[config.mk]
export PLATFORM = sky130hd
export DESIGN_NAME = sync_supervisor
export DESIGN_NICKNAME = d
export VERILOG_FILES = /design/src/rtl/sync_pkg.sv /design/src/rtl/rise_det.sv /design/src/rtl/sync_supervisor.sv
export SDC_FILE = /design/constraint.sdc
export NUM_CORES = 1
export LEC_CHECK = 0
export BUFFER_PORTS_ARGS = -buffer_cell sky130_fd_sc_hd__buf_2
export CORE_MARGIN = 1.5
export CORE_UTILIZATION = 48
export CTS_BUF_LIST = sky130_fd_sc_hd__clkbuf_4
export CTS_CLUSTER_SIZE = 20
export DETAILED_ROUTE_END_ITERATION = 6
export PLACE_DENSITY = 0.66
export SYNTH_ARGS = -nofsm -noshare
export SYNTH_HDL_FRONTEND = slang
export SYNTH_HIERARCHICAL = 1
export SYNTH_SLANG_ARGS = --single-unit
[constraint.sdc]
create_clock -name clk -period 3 [get_ports clk]
set_input_delay 0 -clock clk [delete_from_list [all_inputs] [get_ports clk]]
set_output_delay 0 -clock clk [all_outputs]
set_load 0.05 [all_outputs]
[src/rtl/sync_pkg.sv]
// Shared types and helpers for the camera/video sync supervisor.
package sync_pkg;

    typedef enum logic [1:0] {
        RESET_PULSE,
        ACQUIRE,
        TRACK
    } sup_state_t;

    localparam int ABS_W = 64;

    function automatic logic [ABS_W-1:0] abs_signed(input logic signed [ABS_W-1:0] v);
        return v[ABS_W-1] ? $unsigned(-v) : $unsigned(v);
    endfunction

endpackage

[src/rtl/rise_det.sv]
// Registered-history rising-edge detector; history resets high so a level
// already asserted at reset release is not reported as an edge.
module rise_det (
    input  logic clk,
    input  logic rstn,
    input  logic d,
    output logic rise
);

    logic d_q;

    always_ff @(posedge clk or negedge rstn) begin
        if (!rstn) d_q <= 1'b1;
        else       d_q <= d;
    end

    assign rise = d & ~d_q;

endmodule

[src/rtl/sync_supervisor.sv]
// Measures camera-to-generated vsync phase each frame and drives the timing
// generator reset to acquire and hold lock.
module sync_supervisor
    import sync_pkg::*;
#(
    parameter int RST_CYC     = 16,
    parameter int EXP_OFF     = 0,
    parameter int TOL         = 8,
    parameter int LOCK_FRAMES = 2,
    parameter int BAD_FRAMES  = 3,
    parameter int ACQ_FRAMES  = 4,
    parameter int MEAS_W      = 24,
    parameter int CNT_W       = 8
) (
    input  logic                     clk,
    input  logic                     rstn,
    input  logic                     en,
    input  logic                     force_resync,
    input  logic                     cam_vsync,
    input  logic                     gen_vsync,
    output logic                     gen_rstn,
    output logic                     locked,
    output logic                     meas_valid,
    output logic                     meas_bad,
    output logic signed [MEAS_W:0]   phase_err,
    output logic [CNT_W-1:0]         resync_cnt
);

    localparam logic [MEAS_W-1:0]        MEAS_MAX = '1;
    localparam logic [MEAS_W-1:0]        MEAS_ONE = MEAS_W'(1);
    localparam logic signed [MEAS_W:0]   EXP_S    = (MEAS_W+1)'(EXP_OFF);
    localparam logic [15:0]              RST_LAST = 16'(RST_CYC - 1);
    localparam logic [7:0]               LOCK_N   = 8'(LOCK_FRAMES);
    localparam logic [7:0]               BAD_N    = 8'(BAD_FRAMES);
    localparam logic [7:0]               ACQ_N    = 8'(ACQ_FRAMES);

    function automatic logic [7:0] sat_inc8(input logic [7:0] v, input logic [7:0] lim);
        return (v == lim) ? v : v + 8'd1;
    endfunction

    logic                   cam_rise, gen_rise;
    logic                   win_open;
    logic [MEAS_W-1:0]      meas_cnt;
    logic [MEAS_W-1:0]      result;
    logic signed [MEAS_W:0] err;
    logic                   meas_done, meas_lost, judged_bad;
    logic                   frame_good, frame_bad;
    logic                   auto_trig, enter_rp;
    sup_state_t             state;
    logic [15:0]            rst_cnt;
    logic [7:0]             good_cnt, bad_cnt, acq_cnt;

    rise_det u_cam_rise (.clk(clk), .rstn(rstn), .d(cam_vsync), .rise(cam_rise));
    rise_det u_gen_rise (.clk(clk), .rstn(rstn), .d(gen_vsync), .rise(gen_rise));

    // A gen edge in the same cycle as a cam edge is a zero-length measurement.
    always_comb begin
        meas_done = 1'b0;
        meas_lost = 1'b0;
        result    = meas_cnt;
        if (cam_rise && gen_rise) begin
            meas_done = 1'b1;
            result    = '0;
        end else if (gen_rise && win_open) begin
            meas_done = 1'b1;
        end else if (win_open && (cam_rise || meas_cnt == MEAS_MAX)) begin
            meas_lost = 1'b1;
        end
    end

    assign err        = $signed({1'b0, result}) - EXP_S;
    assign judged_bad = abs_signed(64'(err)) > 64'(TOL);
    assign frame_good = meas_done && !judged_bad;
    assign frame_bad  = (meas_done && judged_bad) || meas_lost;

    // meas_cnt holds the elapsed cycles since the opening cam edge, so it is
    // loaded with 1 for the cycle after that edge.
    always_ff @(posedge clk) begin
        if (cam_rise)                              meas_cnt <= MEAS_ONE;
        else if (win_open && meas_cnt != MEAS_MAX) meas_cnt <= meas_cnt + 1'b1;
    end

    always_ff @(posedge clk or negedge rstn) begin
        if (!rstn) begin
            win_open   <= 1'b0;
            meas_valid <= 1'b0;
            meas_bad   <= 1'b0;
            phase_err  <= '0;
        end else begin
            meas_valid <= (meas_done || meas_lost) && !enter_rp;
            meas_bad   <= frame_bad && !enter_rp;
            if (meas_done && !enter_rp) phase_err <= err;
            if (enter_rp)                     win_open <= 1'b0;
            else if (cam_rise && !gen_rise)   win_open <= 1'b1;
            else if (meas_done || meas_lost)  win_open <= 1'b0;
        end
    end

    always_comb begin
        auto_trig = 1'b0;
        if (en) begin
            case (state)
                ACQUIRE: auto_trig = (good_cnt != LOCK_N) && (acq_cnt == ACQ_N);
                TRACK:   auto_trig = (bad_cnt == BAD_N);
                default: auto_trig = 1'b0;
            endcase
        end
    end

    assign enter_rp = force_resync || auto_trig;

    always_ff @(posedge clk or negedge rstn) begin
        if (!rstn) begin
            state      <= RESET_PULSE;
            rst_cnt    <= '0;
            good_cnt   <= '0;
            bad_cnt    <= '0;
            acq_cnt    <= '0;
            gen_rstn   <= 1'b0;
            locked     <= 1'b0;
            resync_cnt <= '0;
        end else if (enter_rp) begin
            state    <= RESET_PULSE;
            rst_cnt  <= '0;
            good_cnt <= '0;
            bad_cnt  <= '0;
            acq_cnt  <= '0;
            gen_rstn <= 1'b0;
            locked   <= 1'b0;
            if (resync_cnt != '1) resync_cnt <= resync_cnt + 1'b1;
        end else begin
            case (state)
                RESET_PULSE: begin
                    if (rst_cnt == RST_LAST) begin
                        state    <= ACQUIRE;
                        gen_rstn <= 1'b1;
                    end else begin
                        rst_cnt <= rst_cnt + 16'd1;
                    end
                end
                ACQUIRE: begin
                    if (good_cnt == LOCK_N) begin
                        state   <= TRACK;
                        locked  <= 1'b1;
                        bad_cnt <= '0;
                    end else begin
                        if (frame_good)     good_cnt <= sat_inc8(good_cnt, LOCK_N);
                        else if (frame_bad) good_cnt <= '0;
                        if (cam_rise)       acq_cnt  <= sat_inc8(acq_cnt, ACQ_N);
                    end
                end
                TRACK: begin
                    if (frame_good)     bad_cnt <= '0;
                    else if (frame_bad) bad_cnt <= sat_inc8(bad_cnt, BAD_N);
                end
                default: state <= RESET_PULSE;
            endcase
        end
    end

endmodule
* After elaboration in Yosys (flattened, before gate mapping)
Cells that the tools add are included.
** Storage, ports and cells
- Register bits :: 105
- Input bits :: 6
- Output and inout port bits :: 37
- Word-level logic and storage cells :: 119
** Cells by class
- Add/sub/neg operators :: 6
- $lt $le $gt $ge :: 1
- Equal/unequal tests :: 18
- Multiplexer cells :: 40
- Bitwise operators :: 4
- Reductions and logical operators :: 35
** Operator list (count)
- 8-bit two-way mux :: 15
- 16-bit two-way mux :: 3
- 8-bit by 1-bit adder with 8-bit output (second input constant) :: 4
- 24-bit by 1-bit adder with 24-bit output (second input constant) :: 1
- 24-bit == test (second input constant) :: 1
- 24-bit by 4-bit greater-than comparator with 1-bit output (second input constant) :: 1
- 24-bit two-way mux :: 1
- 24-bit != test (second input constant) :: 1
- 16-bit by 1-bit adder with 16-bit output (second input constant) :: 1
- 16-bit by 4-bit == test with 1-bit output (second input constant) :: 1
- 8-bit by 2-bit == test with 1-bit output (second input constant) :: 2
- 8-bit case mux with 2 select lines :: 1
- 1-bit two-way mux :: 15
- 1-bit logical AND :: 11
- 2-bit nonzero test :: 5
- 3-bit nonzero test :: 3
- 8-bit by 3-bit == test with 1-bit output (second input constant) :: 1
- 2-bit != test (second input constant) :: 4
- 4-bit != test (second input constant) :: 2
- 8-bit by 2-bit != test with 1-bit output (second input constant) :: 1
- 8-bit != test (second input constant) :: 1
- 2-bit AND reduction :: 4
- 4-bit AND reduction :: 2
- 2-bit two-way mux :: 3
- 11 further kinds :: 20

* Logic depth before layout (Yosys ltp)
Gate-level depths: netlist of run 1.
- Word-level depth :: 13
- Depth in mapped cells :: 9
- Gate-level depth less buffers :: 8

* Cells and area by module
Netlist of run 1, hierarchy kept.
** Modules (own cells, without submodules)
- sync_supervisor :: times used 1, cells an instance 553, area each 5047.3 sq um, seq. area each 2457.4 sq um
- rise_det :: times used 2, cells an instance 2, area each 40.0 sq um, seq. area each 26.3 sq um

* Worst setup path after synthesis of run 1
OpenSTA, ideal clock, no wires.
- Path type :: register -> register
- From :: register acq_cnt[0]
- To :: register resync_cnt[1]
- Setup time :: 0.125 ns
- Arrival time :: 2.312 ns
- Data required time :: 2.875 ns
- Slack :: 0.563 ns
- Stages on the path, launching flop included :: 9
- Path buffers :: 1
- Clock period less this slack :: 2.437 ns
- Path through :: dfrtp_1 > inv_1 > ha_1 > or4b_1 > or4_4 > o21ai_4 > and2_1 > buf_4 > mux2_2
** On the way
- Word-level cells in the longest chain between the ends :: 6
** Ends and longest elaborated chain
- start, declared :: RTL line sync_supervisor.sv:51 : logic [7:0] good_cnt, bad_cnt, acq_cnt;
- start signal, assigned :: RTL line sync_supervisor.sv:149 : if (cam_rise) acq_cnt <= sat_inc8(acq_cnt, ACQ_N);
- 8-bit by 3-bit == test with 1-bit output :: RTL line sync_supervisor.sv:103 : ACQUIRE: auto_trig = (good_cnt != LOCK_N) && (acq_cnt == ACQ_N);
- 1-bit logical AND :: RTL line sync_supervisor.sv:103
- 1-bit case mux with 2 select lines :: RTL line sync_supervisor.sv:102 : case (state)
- 1-bit two-way mux :: RTL line sync_supervisor.sv:101 : if (en) begin
- 1-bit logical OR :: RTL line sync_supervisor.sv:110 : assign enter_rp = force_resync || auto_trig;
- 2-bit AND reduction (no line)
- end signal, assigned :: RTL line sync_supervisor.sv:130 : if (resync_cnt != '1) resync_cnt <= resync_cnt + 1'b1;
- end, declared :: RTL line sync_supervisor.sv:26 : output logic [CNT_W-1:0] resync_cnt
No other way between the ends.
A chain may end at the register's enable or synchronous reset.

* Final worst setup path of run 1
- From :: register acq_cnt[0]
- To :: register bad_cnt[6]
** On the way
- Word-level cells in the longest chain between the ends :: 7
- Elaborated cells between the ends (all ways) :: 11
- Those cells by class :: eq/ne (4); mux (3); reduce/logical (4)
** Ends and longest elaborated chain
- 8-bit by 3-bit == test with 1-bit output * :: RTL line sync_supervisor.sv:103
- 1-bit logical AND * :: RTL line sync_supervisor.sv:103
- 1-bit case mux with 2 select lines * :: RTL line sync_supervisor.sv:102
- 1-bit two-way mux * :: RTL line sync_supervisor.sv:101
- 1-bit logical OR * :: RTL line sync_supervisor.sv:110
- 4-bit != test (no line) (tied with other cells)
- 4-bit AND reduction (no line)
- end signal, assigned :: RTL line sync_supervisor.sv:154 : else if (frame_bad) bad_cnt <= sat_inc8(bad_cnt, BAD_N);
- end, declared :: RTL line sync_supervisor.sv:51
Mark *: on every way between the ends. The rest lies on a longest branch, timed or not.

==> results.json, run 1 <==
{
  "outcome": "completed",
  "hold-worst-slack_ps": 75.8,
  "numCtsBuffers": 9,
  "p_comb_share_pct": 19.4,
  "p_int_w": 0.00191,
  "yosysMostFrequentCell": "nand2_1",
  "drc": 0,
  "synth_top_area_share_pct": 38.6,
  "diodes": 0,
  "ys_ff_latch": 105,
  "yosys_warnings": 6,
  "vias": 4069,
  "die_h_um": 106,
  "cts_sinks": 105,
  "slew_headroom_pct": 32.2,
  "die_area_um2": 11300,
  "swShare_pct": 32.9,
  "dr.pass1.iters": 4,
  "power.density_nw_per_um2": 501,
  "antenna_found_initial": 0,
  "hold_violations": 0,
  "crit_fanout": 11,
  "finalCritPeriodShare_pct": 91.3,
  "clkTransAtPathRegs_ps": 160,
  "grt_max_degree": 82,
  "switchingPower_w": 0.000933,
  "wirelength_um": 10500,
  "rows": 37,
  "htreeDepth": 3,
  "worst-slew-pin-transition_ps": 1020,
  "fin_util_pct": 54.9,
  "ctsHoldBuffers": 4,
  "fin_nets": 621,
  "p_seq_share_pct": 55.8,
  "grt_pass1_wl_um": 18100,
  "yosysTopAreaCell": "dfrtp_1",
  "port-buffer-count": 41,
  "area_growth_pct": 10.5,
  "worstHoldPathType": "in -> reg",
  "drive_gt1_share_pct": 13.0,
  "stdcell_count": 744,
  "start_util_pct": 49.7,
  "clk_latency_ps": 450,
  "synth.distinct_cells": 53,
  "syn_nets": 575,
  "hpwl_um": 7400,
  "drv_cap": 0,
  "clock_skew_ps": 22.3,
  "place.gp.congestion": 0.808,
  "setup_viol": 0,
  "die_w_um": 106,
  "rsz0062_at_grt": "no",
  "antenna_left": 0,
  "cts_root_buffer": "clkbuf_4",
  "synthFlopType": "dfrtp_1",
  "critPathCaptureType": "flop",
  "fill_cells": 933,
  "clock.fmax_mhz": 365,
  "critical_path_class": "reg -> reg",
  "syn_area_per_cell_um2": 9.21,
  "drt_iter0_drc": 158,
  "num_io_pins": 43,
  "post_drt_wl_per_cell_um": 14.1,
  "synth-seq-area-share_pct": 49.0,
  "postCtsSetupBuffers": 0,
  "timing.critical_path.cells": "inv_1, ha_1, or4b_1, or4_4, o21ai_4, buf_4, a31oi_1, o21ai_0, o31ai_1",
  "crit_required_ps": 3350,
  "cp-start-kind": "flop",
  "grt_pass1_vias": 3930,
  "cpPeakStageDelay_ps": 530,
  "synth_edf_count": 0,
  "synth.cell_area_um2": 5130,
  "fin_crit_ps": 2740,
  "overflow": 0,
  "clkPwrFrac_pct": 24.9,
  "syn_inst": 557,
  "track_usage_pct": 19.7,
  "post_cts_resized": 0,
  "critical_path_arrival_ps": 3090,
  "core_region_area_um2": 10300,
  "viasPerCell": 5.47,
  "async_reset_ff_share_pct": 77.1,
  "placed_cells_incl_taps": 724,
  "cts_tree": "yes",
  "tns_ps": 0,
  "cpMaxStageDelayCell": "or4_4",
  "cts_buffer_depth": 2,
  "power.leakage_nw": 2.38,
  "max-vdd-ir-drop_v": 0.000337,
  "synth_area_leaders": "dfrtp_1 39%, dfxtp_1 9.4%, nand2_1 5.9%",
  "netlist_top_cells_count": "81 x nand2_1, 79 x dfrtp_1, 55 x nor2_1",
  "report.final.slew_viol_count": 0
}
cell type report:
class	instances	area (um2)	area share, %
multi-input combinational	413	2450	43.2
inverter	19	71.3	1.26
clock buffer	11	82.6	1.46
sequential	105	2510	44.3
clock inverter	5	47.5	0.839
tap	136	170	3.00
timing repair buffer	55	335	5.92
sequential cells by signal, summed over array words and instances, names as in the netlist:
signal / flops
win_open: 1
locked: 1
state: 2
meas_bad: 1
good_cnt: 8
acq_cnt: 8
resync_cnt: 8
meas_cnt: 24
gen_rstn: 1
bad_cnt: 8
rst_cnt: 16
u_gen_rise/d_q: 1
u_cam_rise/d_q: 1
meas_valid: 1
phase_err: 24
per-layer routing:
metal  vias up  share of wire (%)  track usage (%)
met5         -                  0                0
met4         0               0.97             5.60
met3         7                3.2             3.99
met2        70                 47             32.2
met1      1956                 48             26.6
li1       2036                  -                -
cell usage in the layout (no fill, tap or decap), types with 10 or more instances in the layout:
master    count
nand2_1      81
xnor2_1      20
clkbuf_4     11
buf_2        40
dfxtp_1      24
nor3_1       15
nor4_1       10
a21oi_1      15
xor2_1       23
dfrtp_1      79
o21ai_0      49
ha_1         12
inv_1        19
nor2_1       55
nand4_1      20
buf_4        10
nand3_1      25
power by group through the flow:
| stage | registers [W] | clock network [W] | logic [W] |
|---|---|---|---|
| after global placement | 0.00161 | 0 | 0.000542 |
| final | 0.00158 | 0.000707 | 0.000550 |
| after CTS | 0.00158 | 0.000731 | 0.000557 |
| after floorplan | 0.00185 | 0 | 0.000163 |
| after detailed placement | 0.00161 | 0 | 0.000552 |
| after global routing | 0.00160 | 0.000779 | 0.000591 |
through the flow:
| stage | total power (W) | setup slack (ps) | cell area, um2 |
|---|---|---|---|
| 2_1_floorplan | 0.00201 | 563 | 5130 |
| 3_3_place_gp | 0.00215 | 362 | 5500 |
| 3_5_place_dp | 0.00216 | 274 | 5500 |
| 4_1_cts | 0.00287 | 257 | 5670 |
| 5_1_grt | 0.00297 | 101 | 5670 |
| 6_report | 0.00284 | 260 | 5670 |
worst max-delay path, delay by kind of cell, from the launching register on:
kind | cells | cell delay, ps
simple gates | 2 | 990
flops | 1 | 430
compound gates | 4 | 780
buf+inv | 2 | 320
fa+ha+maj | 1 | 130
cell families (layout without fill, tap and decap cells):
group,Yosys count,count (layout),synth area share [%]
mux,5,5,1.00
simple gates,256,256,24.7
other cells,1,1,0.0731
buf+inv,39,90,3.25
flops,105,105,49.0
fa+ha+maj,12,12,2.93
xor+xnor,43,43,7.35
compound gates,96,96,11.7
final timing paths:
| check | startpoint | endpoint | slack [ps] | cells past startpoint |
|---|---|---|---|---|
| min | en | locked$_DFFE_PN0P_ | 80 | 4 |
| max | acq_cnt[0]$_DFFE_PN0P_ | bad_cnt[6]$_DFFE_PN0P_ | 260 | 9 |
| max in group asynchronous | rstn | rst_cnt[2]$_DFFE_PN0P_ | 2090 | 2 |
| min in group asynchronous | rstn | phase_err[8]$_DFFE_PN0P_ | 240 | 2 |
| max reg2reg | acq_cnt[0]$_DFFE_PN0P_ | bad_cnt[6]$_DFFE_PN0P_ | 260 | 9 |
| min reg2reg | phase_err[2]$_DFFE_PN0P_ | phase_err[2]$_DFFE_PN0P_ | 490 | 2 |
Power figures use the tool's default switching activity.
==> inputs of run 2 (changes only) <==
--- a/config.mk
+++ b/config.mk
@@ -6,11 +6,11 @@
 export NUM_CORES = 1
 export LEC_CHECK = 0
+export ABC_CLOCK_PERIOD_IN_PS = 3000
 export BUFFER_PORTS_ARGS = -buffer_cell sky130_fd_sc_hd__buf_2
 export CORE_MARGIN = 1.5
-export CORE_UTILIZATION = 48
+export CORE_UTILIZATION = 44
 export CTS_BUF_LIST = sky130_fd_sc_hd__clkbuf_4
 export CTS_CLUSTER_SIZE = 20
 export DETAILED_ROUTE_END_ITERATION = 6
-export PLACE_DENSITY = 0.66
 export SYNTH_ARGS = -nofsm -noshare
 export SYNTH_HDL_FRONTEND = slang
==> constraint.sdc (replaced) <==
create_clock -name clk -period 3 [get_ports clk]
set_input_delay 0.6 -clock clk [delete_from_list [all_inputs] [get_ports clk]]
set_output_delay 0.6 -clock clk [all_outputs]
set_load 0.05 [all_outputs]
==> results.json, run 2 (synthesized netlist as in run 1, its figures left out) <==
{
  "critical_path_class": "reg -> reg",
  "drive_gt1_share_pct": 13.7,
  "htreeDepth": 3,
  "cpMaxStageDelayCell": "or4_4",
  "post-route-cell-area_um2": 5670,
  "worstHoldPathType": "in -> async",
  "dr.pass1.iters": 4,
  "fin_nets": 621,
  "port-buffer-count": 41,
  "wirelength_um": 10900,
  "top_regs": "meas_cnt (24), phase_err (24), rst_cnt (16)",
  "core_region_area_um2": 11400,
  "die_w_um": 111,
  "grt_max_degree": 50,
  "drt_iter0_drc": 203,
  "ctsHoldBuffers": 0,
  "cts_buffer_depth": 2,
  "hpwl_um": 7880,
  "start_util_pct": 45.1,
  "clock.fmax_mhz": 360,
  "drc": 0,
  "antenna_left": 0,
  "worst-slew-pin-transition_ps": 918,
  "post_drt_wl_per_cell_um": 14.5,
  "cp-start-kind": "flop",
  "clk_latency_ps": 470,
  "vias": 4125,
  "power.leakage_nw": 2.38,
  "layout_commonest_cell": "nand2_1",
  "cts_tree": "yes",
  "tns_ps": 0,
  "rsz0062_at_grt": "no",
  "crit_required_ps": 3360,
  "slew_headroom_pct": 38.5,
  "fin_util_pct": 49.8,
  "cpPeakStageDelay_ps": 520,
  "final_cell_mix": "81 x nand2_1, 79 x dfrtp_1, 55 x nor2_1",
  "clock_skew_ps": 18.1,
  "viasPerCell": 5.49,
  "grt_pass1_wl_um": 19200,
  "fill_cells": 1096,
  "fin_crit_ps": 2780,
  "antenna_found_initial": 0,
  "power.density_nw_per_um2": 501,
  "num_io_pins": 43,
  "track_usage_pct": 19.2,
  "grt_pass1_vias": 3977,
  "cts_sinks": 105,
  "postCtsSetupBuffers": 0,
  "finalCritPeriodShare_pct": 92.6,
  "rows": 39,
  "setup_viol": 0,
  "cts_root_buffer": "clkbuf_4",
  "hold_violations": 0,
  "place.gp.congestion": 0.837,
  "placed_area_um2": 5540,
  "drv_cap": 0,
  "area_growth_pct": 10.5,
  "numCtsBuffers": 9,
  "post_cts_resized": 0,
  "diodes": 0,
  "outcome": "completed",
  "report.final.slew_viol_count": 0,
  "max-vdd-ir-drop_v": 0.000525,
  "clkTransAtPathRegs_ps": 160,
  "die_area_um2": 12300,
  "hold-worst-slack_ps": 89.2,
  "crit_fanout": 11,
  "critical_path_arrival_ps": 3140,
  "overflow": 0,
  "critPathCaptureType": "flop",
  "die_h_um": 111,
  "timing.critical_path.cells": "inv_1, ha_1, or4b_1, or4_4, o21ai_4, buf_4, a31oi_1, o21ai_0, o31ai_1"
}
-- run 2: path summary, 6_finish.rpt --
check	from	to	slack, ps	cells after the start
max	acq_cnt[0]$_DFFE_PN0P_	bad_cnt[6]$_DFFE_PN0P_	220	9
min	rstn	phase_err[6]$_DFFE_PN0P_	90	1
max in group asynchronous	rstn	u_cam_rise/d_q$_DFF_PN1_	2210	2
max reg2reg	acq_cnt[0]$_DFFE_PN0P_	bad_cnt[6]$_DFFE_PN0P_	220	9
min in group clk	cam_vsync	u_cam_rise/d_q$_DFF_PN1_	220	1
min reg2reg	phase_err[19]$_DFFE_PN0P_	phase_err[19]$_DFFE_PN0P_	490	2
-- run 2: final cells by class --
type | instances | area [um2] | area share [%]
sequential | 105 | 2510 | 44.3
multi-input combinational | 413 | 2450 | 43.3
timing repair buffer | 55 | 325 | 5.74
tap | 143 | 179 | 3.16
inverter | 19 | 71.3 | 1.26
clock buffer | 9 | 67.6 | 1.19
clock inverter | 7 | 61.3 | 1.08
-- run 2: per-layer routing --
| metal | global-route usage (%) | wire [um] |
|---|---|---|
| met1 | 26.2 | 5360 |
| met2 | 30.0 | 4930 |
| met3 | 3.50 | 376 |
| met4 | 8.21 | 219 |
| met5 | 0 | 0 |
-- run 2: metrics by stage --
stage	setup WS (ps)	std cells	power [W]
detailed placement	259	735	0.00217
global placement	335	735	0.00216
global route	22.9	751	0.00298
floorplan	563	557	0.00201
CTS	238	751	0.00288
finish	221	751	0.00284
-- run 2: worst max-delay path: cells and delay by family, from the launching register on --
family                     cells  cell delay (ps)
and+or+nand+nor                2              980
AOI/OAI and AO/OA              4              770
DFF                            1              440
buffers and inverters          2              330
adders and majority gates      1              140
-- run 2: power breakdown --
group	internal [W]	leakage (nW)	total [W]	switching, W
clock	0.000247	0.0745	0.000706	0.000459
sequential	0.00150	1.30	0.00158	0.0000868
combinational	0.000142	1.01	0.000549	0.000407
total	0.00188	2.38	0.00284	0.000953
